**config.mk**
```make
export PLATFORM = sky130hd
export DESIGN_NAME = mem_arbiter_flat
export DESIGN_NICKNAME = d
export VERILOG_FILES = /design/src/rtl/mem_arbiter_if.sv /design/src/rtl/mem_arbiter.sv /design/src/flat_wrapper.sv
export SDC_FILE = /design/constraint.sdc
export NUM_CORES = 1
export LEC_CHECK = 0
export CORE_ASPECT_RATIO = 0.75
export CORE_MARGIN = 2
export CORE_UTILIZATION = 23
export DETAILED_ROUTE_END_ITERATION = 8
export GPL_ROUTABILITY_DRIVEN = 0
export PLACE_DENSITY = 0.66
export REMOVE_ABC_BUFFERS = 1
export SLEW_MARGIN = 40
export SYNTH_ARGS = -nofsm -noshare
export SYNTH_HDL_FRONTEND = slang
export SYNTH_SLANG_ARGS = --single-unit
```
**constraint.sdc**
```tcl
create_clock -name clk -period 2.45 [get_ports clk]
set_input_delay 0.49 -clock clk [delete_from_list [all_inputs] [get_ports clk]]
set_output_delay 0.49 -clock clk [all_outputs]
set_load 0.05 [all_outputs]
```
**src/rtl/mem_arbiter_if.sv**
```systemverilog
// Request/response/memory signal bundle between two requesters, the arbiter and the memory.
interface mem_arbiter_if #(
   parameter int unsigned AWIDTH = 16,
   parameter int unsigned DWIDTH = 16
);
   // port 0 request / response
   logic              req0_valid;
   logic              req0_we;
   logic              req0_lock;
   logic [AWIDTH-1:0] req0_addr;
   logic [DWIDTH-1:0] req0_wdata;
   logic              req0_ready;
   logic              rsp0_valid;
   logic [DWIDTH-1:0] rsp0_rdata;

   // port 1 request / response
   logic              req1_valid;
   logic              req1_we;
   logic              req1_lock;
   logic [AWIDTH-1:0] req1_addr;
   logic [DWIDTH-1:0] req1_wdata;
   logic              req1_ready;
   logic              rsp1_valid;
   logic [DWIDTH-1:0] rsp1_rdata;

   // shared memory side
   logic              mem_re;
   logic [AWIDTH-1:0] mem_raddr;
   logic [DWIDTH-1:0] mem_rdata;
   logic              mem_we;
   logic [AWIDTH-1:0] mem_waddr;
   logic [DWIDTH-1:0] mem_wdata;

   // arbiter side
   modport slave (
      input  req0_valid, req0_we, req0_lock, req0_addr, req0_wdata,
      output req0_ready, rsp0_valid, rsp0_rdata,
      input  req1_valid, req1_we, req1_lock, req1_addr, req1_wdata,
      output req1_ready, rsp1_valid, rsp1_rdata,
      output mem_re, mem_raddr, mem_we, mem_waddr, mem_wdata,
      input  mem_rdata
   );

   // requester/memory side
   modport master (
      output req0_valid, req0_we, req0_lock, req0_addr, req0_wdata,
      input  req0_ready, rsp0_valid, rsp0_rdata,
      output req1_valid, req1_we, req1_lock, req1_addr, req1_wdata,
      input  req1_ready, rsp1_valid, rsp1_rdata,
      input  mem_re, mem_raddr, mem_we, mem_waddr, mem_wdata,
      output mem_rdata
   );
endinterface

```
**src/rtl/mem_arbiter.sv**
```systemverilog
// Two-port round-robin arbiter for a synchronous memory with lock support
// and read-response routing back to the issuing port.
module mem_arbiter #(
   parameter int unsigned AWIDTH = 16,
   parameter int unsigned DWIDTH = 16
) (
   input  logic         clk,
   input  logic         rst,
   mem_arbiter_if.slave bus
);

   // arbitration / lock / read-tracking state
   logic last_gnt,    last_gnt_nxt;
   logic lock_active, lock_active_nxt;
   logic lock_owner,  lock_owner_nxt;
   logic rd_pend,     rd_pend_nxt;
   logic rd_owner,    rd_owner_nxt;

   // current-cycle grant and the granted port's request fields
   logic              gnt_any;
   logic              gnt_port;
   logic              sel_we;
   logic              sel_lock;
   logic [AWIDTH-1:0] sel_addr;
   logic [DWIDTH-1:0] sel_wdata;
   logic              owner_lock;

   // State register; reset makes port 0 win the first tie and drops lock and pending reads.
   always_ff @(posedge clk or posedge rst) begin
      if (rst) begin
         last_gnt    <= 1'b1;
         lock_active <= 1'b0;
         lock_owner  <= 1'b0;
         rd_pend     <= 1'b0;
         rd_owner    <= 1'b0;
      end else begin
         last_gnt    <= last_gnt_nxt;
         lock_active <= lock_active_nxt;
         lock_owner  <= lock_owner_nxt;
         rd_pend     <= rd_pend_nxt;
         rd_owner    <= rd_owner_nxt;
      end
   end

   // Arbitration and next-state: lock owner is exclusive, otherwise round-robin on ties.
   always_comb begin
      gnt_any         = 1'b0;
      gnt_port        = 1'b0;
      last_gnt_nxt    = last_gnt;
      lock_active_nxt = lock_active;
      lock_owner_nxt  = lock_owner;
      rd_pend_nxt     = 1'b0;
      rd_owner_nxt    = rd_owner;

      if (lock_active) begin
         if (!lock_owner && bus.req0_valid) begin
            gnt_any  = 1'b1;
            gnt_port = 1'b0;
         end else if (lock_owner && bus.req1_valid) begin
            gnt_any  = 1'b1;
            gnt_port = 1'b1;
         end
      end else if (bus.req0_valid && bus.req1_valid) begin
         gnt_any  = 1'b1;
         gnt_port = ~last_gnt;
      end else if (bus.req0_valid) begin
         gnt_any  = 1'b1;
         gnt_port = 1'b0;
      end else if (bus.req1_valid) begin
         gnt_any  = 1'b1;
         gnt_port = 1'b1;
      end

      sel_we     = gnt_port ? bus.req1_we    : bus.req0_we;
      sel_lock   = gnt_port ? bus.req1_lock  : bus.req0_lock;
      sel_addr   = gnt_port ? bus.req1_addr  : bus.req0_addr;
      sel_wdata  = gnt_port ? bus.req1_wdata : bus.req0_wdata;
      owner_lock = lock_owner ? bus.req1_lock : bus.req0_lock;

      if (gnt_any) begin
         last_gnt_nxt = gnt_port;
         if (!sel_we) begin
            rd_pend_nxt  = 1'b1;
            rd_owner_nxt = gnt_port;
         end
      end

      // owner dropping its lock releases at this edge, valid or not
      if (lock_active) begin
         if (!owner_lock) begin
            lock_active_nxt = 1'b0;
         end
      end else if (gnt_any && sel_lock) begin
         lock_active_nxt = 1'b1;
         lock_owner_nxt  = gnt_port;
      end
   end

   // Outputs: handshake and memory drive from the grant, gated off during reset; responses from read tracking.
   always_comb begin
      bus.req0_ready = 1'b0;
      bus.req1_ready = 1'b0;
      bus.mem_re     = 1'b0;
      bus.mem_raddr  = '0;
      bus.mem_we     = 1'b0;
      bus.mem_waddr  = '0;
      bus.mem_wdata  = '0;

      if (!rst && gnt_any) begin
         bus.req0_ready = ~gnt_port;
         bus.req1_ready = gnt_port;
         if (sel_we) begin
            bus.mem_we    = 1'b1;
            bus.mem_waddr = sel_addr;
            bus.mem_wdata = sel_wdata;
         end else begin
            bus.mem_re    = 1'b1;
            bus.mem_raddr = sel_addr;
         end
      end

      bus.rsp0_valid = rd_pend & ~rd_owner;
      bus.rsp1_valid = rd_pend & rd_owner;
      bus.rsp0_rdata = bus.mem_rdata;
      bus.rsp1_rdata = bus.mem_rdata;
   end

endmodule
```
**src/flat_wrapper.sv**
```systemverilog
// flat-port wrapper written by rule: the top's interface ports become plain ports
module mem_arbiter_flat 
#(
   parameter int unsigned AWIDTH = 16,
   parameter int unsigned DWIDTH = 16
)
  (clk, rst, bus_req0_valid, bus_req0_we, bus_req0_lock, bus_req0_addr, bus_req0_wdata, bus_req0_ready, bus_rsp0_valid, bus_rsp0_rdata, bus_req1_valid, bus_req1_we, bus_req1_lock, bus_req1_addr, bus_req1_wdata, bus_req1_ready, bus_rsp1_valid, bus_rsp1_rdata, bus_mem_re, bus_mem_raddr, bus_mem_we, bus_mem_waddr, bus_mem_wdata, bus_mem_rdata);
  mem_arbiter_if #(.AWIDTH(AWIDTH), .DWIDTH(DWIDTH)) bus_i ();
  input  logic clk;
  input  logic rst;
  input wire logic [$bits(bus_i.req0_valid)-1:0] bus_req0_valid;
  input wire logic [$bits(bus_i.req0_we)-1:0] bus_req0_we;
  input wire logic [$bits(bus_i.req0_lock)-1:0] bus_req0_lock;
  input wire logic [$bits(bus_i.req0_addr)-1:0] bus_req0_addr;
  input wire logic [$bits(bus_i.req0_wdata)-1:0] bus_req0_wdata;
  output wire logic [$bits(bus_i.req0_ready)-1:0] bus_req0_ready;
  output wire logic [$bits(bus_i.rsp0_valid)-1:0] bus_rsp0_valid;
  output wire logic [$bits(bus_i.rsp0_rdata)-1:0] bus_rsp0_rdata;
  input wire logic [$bits(bus_i.req1_valid)-1:0] bus_req1_valid;
  input wire logic [$bits(bus_i.req1_we)-1:0] bus_req1_we;
  input wire logic [$bits(bus_i.req1_lock)-1:0] bus_req1_lock;
  input wire logic [$bits(bus_i.req1_addr)-1:0] bus_req1_addr;
  input wire logic [$bits(bus_i.req1_wdata)-1:0] bus_req1_wdata;
  output wire logic [$bits(bus_i.req1_ready)-1:0] bus_req1_ready;
  output wire logic [$bits(bus_i.rsp1_valid)-1:0] bus_rsp1_valid;
  output wire logic [$bits(bus_i.rsp1_rdata)-1:0] bus_rsp1_rdata;
  output wire logic [$bits(bus_i.mem_re)-1:0] bus_mem_re;
  output wire logic [$bits(bus_i.mem_raddr)-1:0] bus_mem_raddr;
  output wire logic [$bits(bus_i.mem_we)-1:0] bus_mem_we;
  output wire logic [$bits(bus_i.mem_waddr)-1:0] bus_mem_waddr;
  output wire logic [$bits(bus_i.mem_wdata)-1:0] bus_mem_wdata;
  input wire logic [$bits(bus_i.mem_rdata)-1:0] bus_mem_rdata;
  assign bus_i.req0_valid = bus_req0_valid;
  assign bus_i.req0_we = bus_req0_we;
  assign bus_i.req0_lock = bus_req0_lock;
  assign bus_i.req0_addr = bus_req0_addr;
  assign bus_i.req0_wdata = bus_req0_wdata;
  assign bus_req0_ready = bus_i.req0_ready;
  assign bus_rsp0_valid = bus_i.rsp0_valid;
  assign bus_rsp0_rdata = bus_i.rsp0_rdata;
  assign bus_i.req1_valid = bus_req1_valid;
  assign bus_i.req1_we = bus_req1_we;
  assign bus_i.req1_lock = bus_req1_lock;
  assign bus_i.req1_addr = bus_req1_addr;
  assign bus_i.req1_wdata = bus_req1_wdata;
  assign bus_req1_ready = bus_i.req1_ready;
  assign bus_rsp1_valid = bus_i.rsp1_valid;
  assign bus_rsp1_rdata = bus_i.rsp1_rdata;
  assign bus_mem_re = bus_i.mem_re;
  assign bus_mem_raddr = bus_i.mem_raddr;
  assign bus_mem_we = bus_i.mem_we;
  assign bus_mem_waddr = bus_i.mem_waddr;
  assign bus_mem_wdata = bus_i.mem_wdata;
  assign bus_i.mem_rdata = bus_mem_rdata;
  mem_arbiter #(.AWIDTH(AWIDTH), .DWIDTH(DWIDTH)) u_core (.clk(clk), .rst(rst), .bus(bus_i));
endmodule
```
==> run_results.csv <==
group,metric,value,unit
timing,setup_ws,59.7,ps
worst_setup_path,cp_max_fo,13,
synthesis,ys_ff_latch,5,
run_status,outcome,"finished clean",
timing,worstMarginPinSlew,517,ps
synthesis,synth.mux.area_fraction,0,%
timing,setup_violations,0,
synthesis,syn_inst,344,
synthesis,synth-seq-area-share,5.25,%
die,start_util,23.5,%
timing,timing.hold.ws,522,ps
synthesis,synth.distinct_cells,36,
power,power_switching,1.44,mW
timing,skew,3.00,ps
routing,route.detailed.drc,0,
global_routing,antenna_found_initial,0,
final_layout,multi_input_area,0.00189,mm²
final_layout,antenna_cells,0,
cts,ctsRootBufferMaster,"clkbuf_16",
cts,cts_buffers,3,
placement,dp_hpwl,7270,µm
synthesis,synth_xor_xnor_area_share,0,%
timing,max_freq,418,MHz
synthesis,synth_flop_cell,"dfrtp_1",
cts,clk_path_buf_depth,2,
hold_path,hold_start,"u_core.last_gnt",
routing,wl_per_cell,18.5,µm
timing,fin_crit,2390,ps
worst_setup_path,worstRegToRegCells,5,
routing,drt_wl_total,10400,µm
routing,firstDrtPassIters,4,
placement,port-buffer-count,125,
power,intPower,1.37,mW
global_routing,grt_pass1_vias,3090,
power,seqPwrFrac,7.2,%
power,p_leak,1.76,nW
power,power_frac_comb,83.3,%
die,die-area,0.0113,mm²
power,p_per_area,637,mW/mm²
final_layout,post-route-cell-area,0.00441,mm²
cts,cts.htree.levels,1,
worst_setup_path,crit_arrival,1900,ps
synthesis,synth_edf_count,0,
worst_setup_path,cp-start-kind,"input pin",
routing,drt_iter0_drc,278,
hold_path,hp-class,"reg -> reg",
final_layout,n_fill_cell,991,
routing,vias,3056,
timing,relSlewSlack,65.4,%
timing,rsz0062_at_grt,"no",
worst_setup_path,cp-end-kind,"primary output",
global_routing,grt.overflow.total,0,
worst_setup_path,startpoint,"bus_req0_valid",
synthesis,synth-simple-area-share,39.5,%
worst_setup_path,crit_end,"bus_mem_waddr[7]",
job,drv_cap,0,
die,boundaryPins,174,
routing,final_antenna_net_count,0,
die,die_y,92.6,µm
timing,slew_violations,0,
global_routing,track_usage,17.1,%
synthesis,synth_top_family_by_area,"simple AND/OR/NAND/NOR gates",
synthesis,ys_warn_count,0,
worst_setup_path,timing.rr.start,"u_core.lock_owner",
die,fp.coreArea,0.0102,mm²
worst_setup_path,critical_path_required,1960,ps
timing,period_share,97.6,%
timing,hold_viol_final,0,
die,dieWidth,122,µm
final_layout,area_delta_synth_final,83.1,%
placement,post-place-ws,-172,ps
die,rows,32,
worst_setup_path,path_class,"in -> out",
cts,clock_latency,230,ps
cts,cts_tree,"yes",
power,switching_share,51.4,%
power,ir_drop,400,µV
synthesis,synth_compound_area_share,35.3,%
synthesis,synthArstFlopShare,100,%
synthesis,avgSynthCellArea,7.00,µm²
routing,viasPerCell,5.45,
final_layout,layout-drive-gt1-share,37.6,%
global_routing,grt_max_degree,40,
worst_setup_path,timing.reg2reg.setup_slack,940,ps
synthesis,synth-adder-area-share,0,%
power,power.share.clock,9.5,%
global_routing,grt_pass1_wl,16000,µm
final_layout,fin_nets,514,
worst_setup_path,r2r_end,"u_core.rd_owner",
cts,clkSinkCount,5,
cts,clk_pin_slew,30,ps
final_layout,ff_latch_area,129,µm²
synthesis,syn-cell-area,0.00241,mm²
placement,placed_area,0.00420,mm²
## through the flow
step	setup TNS (ps)	total power, mW	util [%]	std cells
after floorplan	-92460	1.30	-	263
after global placement	-5520	2.40	41.0	552
after detailed placement	-7280	2.43	41.0	552
after CTS	0	2.83	43.0	562
after global routing	0	2.94	43.0	561
final	0	2.81	43.0	561
## final cells by class
class | instances | area share, %
flip-flops and latches | 5 | 2.92
repair buffers | 158 | 48.4
clock buffers | 4 | 1.79
well taps | 136 | 3.86
inverters | 3 | 0.255
multi-input cells | 255 | 42.8
## routing by layer
layer  global-route usage [%]  vias to the layer above  share of wire (%)
met5                     1.92                        -                  0
met4                     3.16                        0               0.52
met3                     5.05                        7                 10
met2                     27.7                      176                 47
met1                     22.6                     1466                 42
li1                         -                     1407                  -
## power by group through the flow
| stage | registers [mW] | logic [mW] | clock network, mW |
|---|---|---|---|
| finish | 0.203 | 2.34 | 0.267 |
| global route | 0.211 | 2.45 | 0.281 |
| CTS | 0.197 | 2.36 | 0.270 |
| detailed placement | 0.191 | 2.24 | 0 |
| global placement | 0.189 | 2.21 | 0 |
| floorplan | 0.166 | 1.14 | 0 |
## what timing repair did
item	4_1_cts	5_1_grt
hold endpoints to repair	0	0
pin swaps	1	2
hold buffers	0	0
setup endpoints to repair	52	28
cloned	2	0
setup buffers	4	0
resized for setup	22	11
## worst max-delay path: stages
cell and delay, ps:
dlygate4sd2_1 270, buf_4 150, nand2b_4 150, o221ai_4 220, buf_6 150, buf_16 150
o21ba_2 180, buf_12 150
## logic make-up after synthesis
logic type,count (synthesis)
compound gates,110
buf+inv,84
flops,5
simple gates,145
## cell usage in the layout (no fill, tap or decap), drive strengths merged, types with 2 or more instances in the layout
master,Yosys,final
a31oi,33,33
nor2,2,2
dfrtp,4,4
nor3b,2,2
a21oi,19,19
clkbuf,33,4
nor2b,18,18
nand4,17,17
o311ai,17,17
o2bb2ai,2,2
inv,3,3
nand2,65,65
nor4,32,32
clkdlybuf4s50,0,70
nand2b,2,2
buf,48,87
o21ba,33,33
## synth_stat cells, drive strengths merged, types with 3 or more instances
library cell	number	area, µm²
buf	48	345
dfrtp	4	100
o21ba	33	330
inv	3	11.3
nand4	17	106
nand2	65	244
nor4	32	400
a21oi	19	95.1
nor2b	18	113
clkbuf	33	125
o311ai	17	149
a31oi	33	206
## state kept, by name, summed over array words and instances, names as in the netlist
register            cells
u_core.last_gnt         1
u_core.lock_active      1
u_core.lock_owner       1
u_core.rd_owner         1
u_core.rd_pend          1
## how the worst min path moves through the flow
| stage | endpoint | cells after the start |
|---|---|---|
| 6_report | u_core.last_gnt | 1 |
| 5_1_grt | u_core.last_gnt | 1 |
| 4_1_cts | u_core.last_gnt | 1 |
| 3_5_place_dp | u_core.last_gnt | 1 |
| 3_3_place_gp | u_core.rd_owner | 1 |
| 2_1_floorplan | u_core.lock_active | 1 |
No activity file was read; power rests on OpenSTA's default activity.
